**src/rtl/clock_pkg.sv**
```systemverilog
// Shared clock definitions: field width, default moduli and the
// time-keeper state enum. Also used by the alarm block.
package clock_pkg;

    localparam int FIELD_W    = 8;
    localparam int DEF_SECOND = 60;
    localparam int DEF_MINUTE = 60;
    localparam int DEF_HOUR   = 24;

    typedef enum logic {
        ST_RUN = 1'b0,
        ST_SET = 1'b1
    } state_t;

endpackage

```
**src/rtl/mod_counter.sv**
```systemverilog
// Single time field counting 0..MOD-1.
// Ports:
//   clk, rst_n  - clock, async active-low reset (value -> 0)
//   clear       - synchronous load of zero (highest priority)
//   inc, dec    - one-cycle step requests; inc has priority, both wrap
//   value       - current field value
//   wrap        - high while value is MOD-1 (next increment wraps)
module mod_counter
    import clock_pkg::*;
#(
    parameter int MOD = 60
) (
    input  logic               clk,
    input  logic               rst_n,
    input  logic               clear,
    input  logic               inc,
    input  logic               dec,
    output logic [FIELD_W-1:0] value,
    output logic               wrap
);

    localparam logic [FIELD_W-1:0] MAX = FIELD_W'(MOD - 1);

    if (MOD < 1 || MOD > 255) begin : g_bad_mod
        $error("mod_counter: MOD=%0d does not fit an 8-bit field", MOD);
    end

    assign wrap = (value == MAX);

    always_ff @(posedge clk or negedge rst_n) begin
        if (!rst_n) begin
            value <= '0;
        end else if (clear) begin
            value <= '0;
        end else if (inc) begin
            value <= (value == MAX) ? '0 : value + 8'd1;
        end else if (dec) begin
            value <= (value == '0) ? MAX : value - 8'd1;
        end
    end

endmodule

```
**src/rtl/time_keeper.sv**
```systemverilog
// Free-running HH:MM:SS wall clock with a SET mode for manual editing.
// Ports:
//   clk, rst_n       - system clock, async active-low reset
//   run_en           - 1 lets the prescaler and time advance in RUN
//   set_mode         - 1 selects SET, 0 selects RUN
//   signal_increase  - per-field step-up buttons (bit0 sec, bit1 min, bit2 hour)
//   signal_decrease  - per-field step-down buttons, same encoding
//   cur_second/minute/hour - current time, binary
//   tick_1hz         - one-cycle pulse per RUN-mode second advance
//   day_rollover     - one-cycle pulse on the 23:59:59 -> 00:00:00 advance
//
// state  | meaning
// ST_RUN | prescaler counts, fields advance on terminal count
// ST_SET | prescaler held at 0, fields stepped by button rising edges
module time_keeper
    import clock_pkg::*;
#(
    parameter int CLK_DIV = 50_000_000,
    parameter int SECOND  = DEF_SECOND,
    parameter int MINUTE  = DEF_MINUTE,
    parameter int HOUR    = DEF_HOUR
) (
    input  logic               clk,
    input  logic               rst_n,
    input  logic               run_en,
    input  logic               set_mode,
    input  logic [2:0]         signal_increase,
    input  logic [2:0]         signal_decrease,
    output logic [FIELD_W-1:0] cur_second,
    output logic [FIELD_W-1:0] cur_minute,
    output logic [FIELD_W-1:0] cur_hour,
    output logic               tick_1hz,
    output logic               day_rollover
);

    if (CLK_DIV < 2) begin : g_bad_div
        $error("time_keeper: CLK_DIV=%0d must be >= 2", CLK_DIV);
    end

    localparam int            PW         = $clog2(CLK_DIV);
    localparam logic [PW-1:0] PRESC_LAST = PW'(CLK_DIV - 1);

    state_t        state, state_nxt;
    logic [PW-1:0] presc;
    logic [2:0]    inc_q, dec_q;
    logic [2:0]    rise_inc, rise_dec;
    logic [2:0]    step_inc, step_dec;
    logic          adv;
    logic          sec_wrap, min_wrap, hour_wrap;

    assign rise_inc = signal_increase & ~inc_q;
    assign rise_dec = signal_decrease & ~dec_q;

    always_ff @(posedge clk or negedge rst_n) begin
        if (!rst_n) begin
            state <= ST_RUN;
        end else begin
            state <= state_nxt;
        end
    end

    always_comb begin
        state_nxt = ST_RUN;
        adv       = 1'b0;
        step_inc  = '0;
        step_dec  = '0;
        if (set_mode) begin
            state_nxt = ST_SET;
        end
        case (state)
            ST_RUN: adv = run_en && (presc == PRESC_LAST);
            ST_SET: begin
                step_inc = rise_inc;
                // Increase wins when both buttons rise on the same field.
                step_dec = rise_dec & ~rise_inc;
            end
            default: ;
        endcase
    end

    // Edge history tracks the buttons in every state so a level held
    // across RUN does not re-step on return to SET.
    always_ff @(posedge clk or negedge rst_n) begin
        if (!rst_n) begin
            presc        <= '0;
            inc_q        <= '0;
            dec_q        <= '0;
            tick_1hz     <= 1'b0;
            day_rollover <= 1'b0;
        end else begin
            inc_q        <= signal_increase;
            dec_q        <= signal_decrease;
            tick_1hz     <= adv;
            day_rollover <= adv && sec_wrap && min_wrap && hour_wrap;
            if (state == ST_SET) begin
                presc <= '0;
            end else if (run_en) begin
                presc <= (presc == PRESC_LAST) ? '0 : presc + 1'b1;
            end
        end
    end

    // Carries only come from the prescaler advance; SET edits never carry.
    mod_counter #(.MOD(SECOND)) u_sec (
        .clk   (clk),
        .rst_n (rst_n),
        .clear (1'b0),
        .inc   (adv | step_inc[0]),
        .dec   (step_dec[0]),
        .value (cur_second),
        .wrap  (sec_wrap)
    );

    mod_counter #(.MOD(MINUTE)) u_min (
        .clk   (clk),
        .rst_n (rst_n),
        .clear (1'b0),
        .inc   ((adv & sec_wrap) | step_inc[1]),
        .dec   (step_dec[1]),
        .value (cur_minute),
        .wrap  (min_wrap)
    );

    mod_counter #(.MOD(HOUR)) u_hour (
        .clk   (clk),
        .rst_n (rst_n),
        .clear (1'b0),
        .inc   ((adv & sec_wrap & min_wrap) | step_inc[2]),
        .dec   (step_dec[2]),
        .value (cur_hour),
        .wrap  (hour_wrap)
    );

endmodule

```
**config.mk**
```make
export PLATFORM = sky130hd
export DESIGN_NAME = time_keeper
export DESIGN_NICKNAME = d
export VERILOG_FILES = /design/src/rtl/clock_pkg.sv /design/src/rtl/mod_counter.sv /design/src/rtl/time_keeper.sv
export SDC_FILE = /design/constraint.sdc
export NUM_CORES = 1
export LEC_CHECK = 0
export CAP_MARGIN = 20
export CORE_AREA = 5 5 88 123
export CTS_CLUSTER_DIAMETER = 150
export DETAILED_ROUTE_END_ITERATION = 8
export DIE_AREA = 0 0 93 128
export HOLD_SLACK_MARGIN = 0.12
export PLACE_DENSITY = 0.62
export RECOVER_POWER = 100
export SYNTH_ARGS = -nofsm -noshare
export SYNTH_HDL_FRONTEND = slang
export SYNTH_HIERARCHICAL = 1
export SYNTH_SLANG_ARGS = --single-unit
```
**constraint.sdc**
```tcl
create_clock -name clk -period 5.3 [get_ports clk]
set_input_delay 1.06 -clock clk [delete_from_list [all_inputs] [get_ports clk]]
set_output_delay 1.06 -clock clk [all_outputs]
set_load 0.1 [all_outputs]
```
=== After elaboration in Yosys (flattened, before gate mapping) ===
Index checks and enable logic that the tools add are counted.

* $add $sub $neg: 7
* Equal/unequal tests: 4
* Multiplexer cells: 19
* Bitwise logic cells: 11
* Reductions and logical operators: 11

{| class="wikitable"
|+ Operators by type and width
! operator !! number
|-
| 2-to-1 mux 8 bit || 12
|-
| 2-to-1 mux 26 bit || 3
|-
| adder 26 x 1 -> 26 bit (second input constant) || 1
|-
| == test 26 bit (second input constant) || 1
|-
| adder 8 x 1 -> 8 bit (second input constant) || 3
|-
| zero test 8 bit || 3
|-
| subtractor 8 x 1 -> 8 bit (second input constant) || 3
|-
| == test 8 x 6 -> 1 bit (second input constant) || 2
|-
| bitwise AND 3 bit || 3
|-
| inverter 3 bit || 3
|-
| == test 8 x 5 -> 1 bit (second input constant) || 1
|-
| nonzero test 2 bit || 4
|-
| 2-to-1 mux 3 bit || 2
|-
| logical AND 1 bit || 4
|-
| bitwise OR 1 bit || 3
|-
| bitwise AND 1 bit || 2
|-
| 2-to-1 mux 1 bit || 2
|}

* Flip-flop bits (word level): 59
* Input bits: 10
* Output and inout port bits: 26
* Logic and storage cells: 61

=== Logic depth before layout (Yosys ltp) ===
* Word-level depth: 7
* Depth in mapped cells: 12
* Mapped depth without buffers: 10

=== Hierarchy ===
The synthesis kept the hierarchy.

{| class="wikitable"
|+ Modules (own cells, without submodules)
! module !! times used !! cells each !! area an instance (um^2) !! seq. area each (um^2)
|-
| time_keeper || 1 || 214 || 1948.1 || 875.8
|-
| mod_counter (u_sec) || 1 || 96 || 788.3 || 200.2
|-
| mod_counter (u_hour) || 1 || 85 || 729.4 || 200.2
|-
| mod_counter (u_min) || 1 || 85 || 719.4 || 200.2
|}

=== Worst setup path before layout ===
OpenSTA, ideal clock, no wires.

* Path type: register to register
* Start point: register presc[10]
* End point: register u_hour.value[3]
* Library setup time: 0.096 ns
* Arrival: 3.226 ns
* Data required time: 5.204 ns
* Slack: 1.979 ns
* Cell stages (with the launch flop): 9
* Path buffers: 1
* Cell sequence: dfrtp_1 -> or4b_1 -> or4_4 -> nor3_2 -> nand4_1 -> o21ai_0 -> buf_2 -> or3b_1 -> o32ai_2

* Longest elaborated chain between the ends: 7

{| class="wikitable"
|+ Ends and longest elaborated chain
! item !! line !! text
|-
| start: declaration || time_keeper.sv:44 || <nowiki>logic [PW-1:0] presc;</nowiki>
|-
| start signal: assignment || time_keeper.sv:98 || <nowiki>presc <= (presc == PRESC_LAST) ? '0 : presc + 1'b1;</nowiki>
|-
| == test 26 bit (*) || time_keeper.sv:71 || <nowiki>ST_RUN: adv = run_en && (presc == PRESC_LAST);</nowiki>
|-
| logical AND 1 bit (*) || time_keeper.sv:71 ||
|-
| 2-to-1 mux 1 bit (*) || time_keeper.sv:70 || <nowiki>case (state)</nowiki>
|-
| bitwise AND 1 bit (*) (2 in a row) || time_keeper.sv:128 || <nowiki>.inc ((adv & sec_wrap & min_wrap) | step_inc[2]),</nowiki>
|-
| bitwise OR 1 bit (*) || time_keeper.sv:128 ||
|-
| 2-to-1 mux 8 bit / nonzero test 2 bit (equally long branches) || -- ||
|-
| end signal: assignment || mod_counter.sv:36 || <nowiki>value <= (value == MAX) ? '0 : value + 8'd1;</nowiki>
|-
| end signal: assignment || mod_counter.sv:38 || <nowiki>value <= (value == '0) ? MAX : value - 8'd1;</nowiki>
|-
| end: declaration || mod_counter.sv:18 || <nowiki>output logic [FIELD_W-1:0] value,</nowiki>
|}

Every way passes the cells marked *; elsewhere a longest branch is shown, timed or not.
A chain may end at the register's enable or synchronous reset.

=== Worst setup path after layout ===
* Start point: register presc[10]
* End point: register u_hour.value[7]

Same word-level chain as after synthesis.

==> insert_results.sql <==
INSERT INTO impl_metrics (metric_group, metric, value, unit) VALUES
('floorplan', 'die_area', '11900', 'µm²'),
('floorplan', 'ios', '36', ''),
('worst_hold_path', 'worstHoldPathType', 'reg -> reg', ''),
('grt', 'number_of_antenna_violations_at_the_first_check_in_global_routing', '0', ''),
('grt', 'globalRoute.totalOverflow', '0', ''),
('drt', 'route.vias.total', '3828', ''),
('worst_setup_path', 'critPathArrivalTime', '4080', 'ps'),
('drt', 'drt.antenna.violating_nets', '0', ''),
('place', 'gpl.final_weighted_congestion', '0.863', ''),
('power', 'pwr_density_cell', '304', 'nW/µm²'),
('worst_setup_path', 'path_class', 'reg -> reg', ''),
('sta', 'grt_setup_unrepaired', 'false', ''),
('logic_synthesis', 'synth_flop_cell', 'sky130_fd_sc_hd__dfrtp_1', ''),
('sta', 'finalHoldViolCount', '0', ''),
('power', 'power.ir.vdd_worst', '0.000176', 'V'),
('sta', 'slew_headroom', '-1.15', ''),
('drt', 'firstDrtPassIters', '4', ''),
('clocking', 'cts_max_path_buffers', '2', ''),
('layout', 'layout-drive-gt1-share', '0.0613', ''),
('floorplan', 'floorplan.rows', '43', ''),
('power', 'power.static_leakage', '1.95', 'nW'),
('drt', 'drt_wl_total', '10400', 'µm'),
('floorplan', 'floorplan_core_area', '9680', 'µm²'),
('layout', 'multi_input_combinational_cell_area', '2430', 'µm²'),
('logic_synthesis', 'synth.lib_cells_used.distinct', '85', ''),
('clocking', 'cts.clk_slew.worst_paths', '50', 'ps'),
('drt', 'drt-vias-per-instance', '6.19', ''),
('logic_synthesis', 'synthArstFlopShare', '1.00', ''),
('worst_setup_path', 'source_of_the_critical_timing_path', 'presc[10]$_DFFE_PN0P_', ''),
('place', 'place.detailed.hpwl', '7240', 'µm'),
('status', 'violations_in_the_final_reports', 'max-capacitance violations, max-slew violations', ''),
('clocking', 'cts_root_buffer', 'sky130_fd_sc_hd__clkbuf_16', ''),
('sta', 'tightestPinTransition', '3230', 'ps'),
('layout', 'layout.nets', '518', ''),
('sta', 'final-max-slew-violation-count', '60', ''),
('worst_setup_path', 'cp_max_fo', '15', ''),
('layout', 'mostFrequentLayoutCells', '59 x sky130_fd_sc_hd__dfrtp_1, 49 x sky130_fd_sc_hd__nand2_1, 34 x sky130_fd_sc_hd__dlygate4sd3_1', ''),
('sta', 'final_period_utilization', '0.729', ''),
('grt', 'track_usage', '0.183', ''),
('worst_setup_path', 'crit_path_start_kind', 'flop', ''),
('sta', 'fin_ws', '1440', 'ps'),
('worst_setup_path', 'crit_required', '5520', 'ps'),
('worst_hold_path', 'min_from', 'presc[4]$_DFFE_PN0P_', ''),
('logic_synthesis', 'synth_edf_count', '0', ''),
('clocking', 'cts.sink_count', '59', ''),
('clocking', 'ctsHoldBuffers', '0', ''),
('grt', 'grt_first_pass_wirelength', '17900', 'µm'),
('flow_run', 'maxCapViolCount', '1', ''),
('drt', 'route.detailed.wl_per_inst', '16.9', 'µm'),
('floorplan', 'initial_utilization', '0.432', ''),
('sta', 'setup-violations-final', '0', ''),
('layout', 'layout-area-overhead-vs-synth', '15.0', '%'),
('clocking', 'tritoncts', 'yes', ''),
('place', 'pre_cts_slack', '1680', 'ps'),
('logic_synthesis', 'syn-mean-instance-area', '8.72', 'µm²'),
('drt', 'remaining_drc_errors', '0', ''),
('clocking', 'cts_resized', '0', ''),
('sta', 'fmax', '259', 'MHz'),
('logic_synthesis', 'netlist_area_before_placement', '4190', 'µm²'),
('place', 'placement.io_buffers', '35', ''),
('sta', 'fin_setup_tns', '0', 'ps'),
('logic_synthesis', 'yosysWarningCount', '6', ''),
('status', 'outcome', 'finished with violations', ''),
('clocking', 'clock_tree.htree_level_count', '3', ''),
('sta', 'final.setup_skew', '5.48', 'ps'),
('grt', 'number_of_global_route_vias_before_repair', '3790', ''),
('sta', 'finalCriticalPeriod', '3860', 'ps'),
('logic_synthesis', 'synth_seq_cells', '59', ''),
('worst_setup_path', 'regToRegStartpoint', 'presc[10]$_DFFE_PN0P_', ''),
('clocking', 'cts_made_buffers', '9', ''),
('layout', 'n_fill_cell', '917', ''),
('clocking', 'worst_skew_pair.late_latency', '330', 'ps'),
('layout', 'ff_latch_area', '1480', 'µm²'),
('layout', 'diodes', '0', ''),
('layout', 'final_common_cell', 'sky130_fd_sc_hd__dfrtp_1', ''),
('clocking', 'cts_post_setup_buffers_inserted', '0', ''),
('floorplan', 'chipHeight', '128', 'µm'),
('worst_setup_path', 'timing.critical_path.to_type', 'flop', ''),
('logic_synthesis', 'netlist_instances', '480', ''),
('logic_synthesis', 'synth-seq-area-share', '0.353', ''),
('grt', 'grt_start_max_net_pins', '60', ''),
('floorplan', 'horizontal_extent_of_the_die', '93', 'µm'),
('drt', 'drt_first_iter_violations', '224', '');
power by group:
part | leakage [nW] | internal (mW) | switching, mW
combinational | 0.983 | 0.0931 | 0.212
sequential | 0.798 | 0.469 | 0.0498
clock | 0.165 | 0.434 | 0.204
total | 1.95 | 0.996 | 0.466
worst max-delay path: stages, from the launching register on:
cell	delay, ps
sky130_fd_sc_hd__dfrtp_1	440
sky130_fd_sc_hd__or4b_1	530
sky130_fd_sc_hd__or4_1	560
sky130_fd_sc_hd__nor3_1	620
sky130_fd_sc_hd__nand4_1	250
sky130_fd_sc_hd__o21ai_0	200
sky130_fd_sc_hd__clkbuf_1	470
sky130_fd_sc_hd__nor3_1	120
sky130_fd_sc_hd__and4bb_1	310
sky130_fd_sc_hd__o21ai_0	70
sky130_fd_sc_hd__and4b_1	190
Yosys cell counts, types with 5 or more instances:
cell,instances,area [µm²]
sky130_fd_sc_hd__nor4b_1,5,43.8
sky130_fd_sc_hd__nor4bb_1,5,50.1
sky130_fd_sc_hd__xor2_1,6,52.6
sky130_fd_sc_hd__ha_1,7,87.6
sky130_fd_sc_hd__xnor2_1,5,43.8
sky130_fd_sc_hd__nor2_1,24,90.1
sky130_fd_sc_hd__nor3_1,23,115
sky130_fd_sc_hd__buf_2,7,35.0
sky130_fd_sc_hd__nand2b_1,6,37.5
sky130_fd_sc_hd__or4_1,8,60.1
sky130_fd_sc_hd__buf_6,5,56.3
sky130_fd_sc_hd__a21oi_1,19,95.1
sky130_fd_sc_hd__a31oi_1,7,43.8
sky130_fd_sc_hd__nor2b_1,8,50.1
sky130_fd_sc_hd__o21ai_0,20,100
sky130_fd_sc_hd__or3_1,7,43.8
sky130_fd_sc_hd__nor4_1,12,75.1
sky130_fd_sc_hd__inv_1,16,60.1
sky130_fd_sc_hd__o211ai_1,7,52.6
sky130_fd_sc_hd__nand3_1,17,85.1
sky130_fd_sc_hd__nand2_1,49,184
sky130_fd_sc_hd__and3_1,10,62.6
sky130_fd_sc_hd__dfrtp_1,59,1480
sky130_fd_sc_hd__nand4_1,16,100
sky130_fd_sc_hd__a211oi_1,7,52.6
sky130_fd_sc_hd__clkbuf_1,18,67.6
path summary, 6_finish.rpt:
kind | end | slack [ps] | cells past startpoint
worst min-delay path | presc[4]$_DFFE_PN0P_ | 570 | 2
max in group asynchronous | u_hour/value[7]$_DFFE_PN0P_ | 1580 | 2
worst max register to register | u_hour/value[7]$_DFFE_PN0P_ | 1440 | 10
min in group asynchronous | presc[21]$_DFFE_PN0P_ | 1910 | 2
worst max-delay path | u_hour/value[7]$_DFFE_PN0P_ | 1440 | 10
worst min register to register | presc[4]$_DFFE_PN0P_ | 570 | 2
flip-flops by register name (all words and copies together), names as in the netlist, 3 cells and up:
name / flops
inc_q: 3
u_sec/value: 8
u_hour/value: 8
dec_q: 3
presc: 26
u_min/value: 8
final cells by class:
cell class                      instances  area share
Clock inverter                          5      0.0156
Multi-Input combinational cell        373       0.505
Clock buffer                           11      0.0525
Inverter                               17      0.0133
Timing Repair Buffer                   41      0.0780
Tap cell                              112      0.0291
Sequential cell                        59       0.307
per-layer routing:
metal / routed length (µm) / vias to the layer above / GRT usage
li1: - / 1876 / -
met1: 4550 / 1829 / 0.224
met2: 5230 / 105 / 0.318
met3: 444 / 18 / 0.0288
met4: 198 / 0 / 0.0759
met5: 0 / - / 0
stage by stage:
step	cell area (µm²)	utilization	power (mW)	cells	hold WS, ps
after floorplan	4200	-	0.769	485	525
after global placement	4540	0.469	0.839	602	552
after detailed placement	4540	0.469	0.841	602	563
after CTS	4870	0.503	1.49	618	574
after global routing	4810	0.497	1.52	618	598
final	4810	0.497	1.46	618	568
cells by family (layout without fill, tap and decap cells):
| logic type | Yosys count | count (layout) | share of synthesized area |
|---|---|---|---|
| muxes | 6 | 6 | 0.0152 |
| buffers and inverters | 53 | 74 | 0.0613 |
| adders and majority gates | 7 | 7 | 0.0209 |
| DFF | 59 | 59 | 0.353 |
| xor gates and xnor gates | 11 | 11 | 0.0230 |
| other | 1 | 6 | 0.000896 |
| AOI/OAI and AO/OA | 116 | 116 | 0.202 |
| and+or+nand+nor | 227 | 227 | 0.323 |
Note: power is estimated with default switching activity, not from simulation.
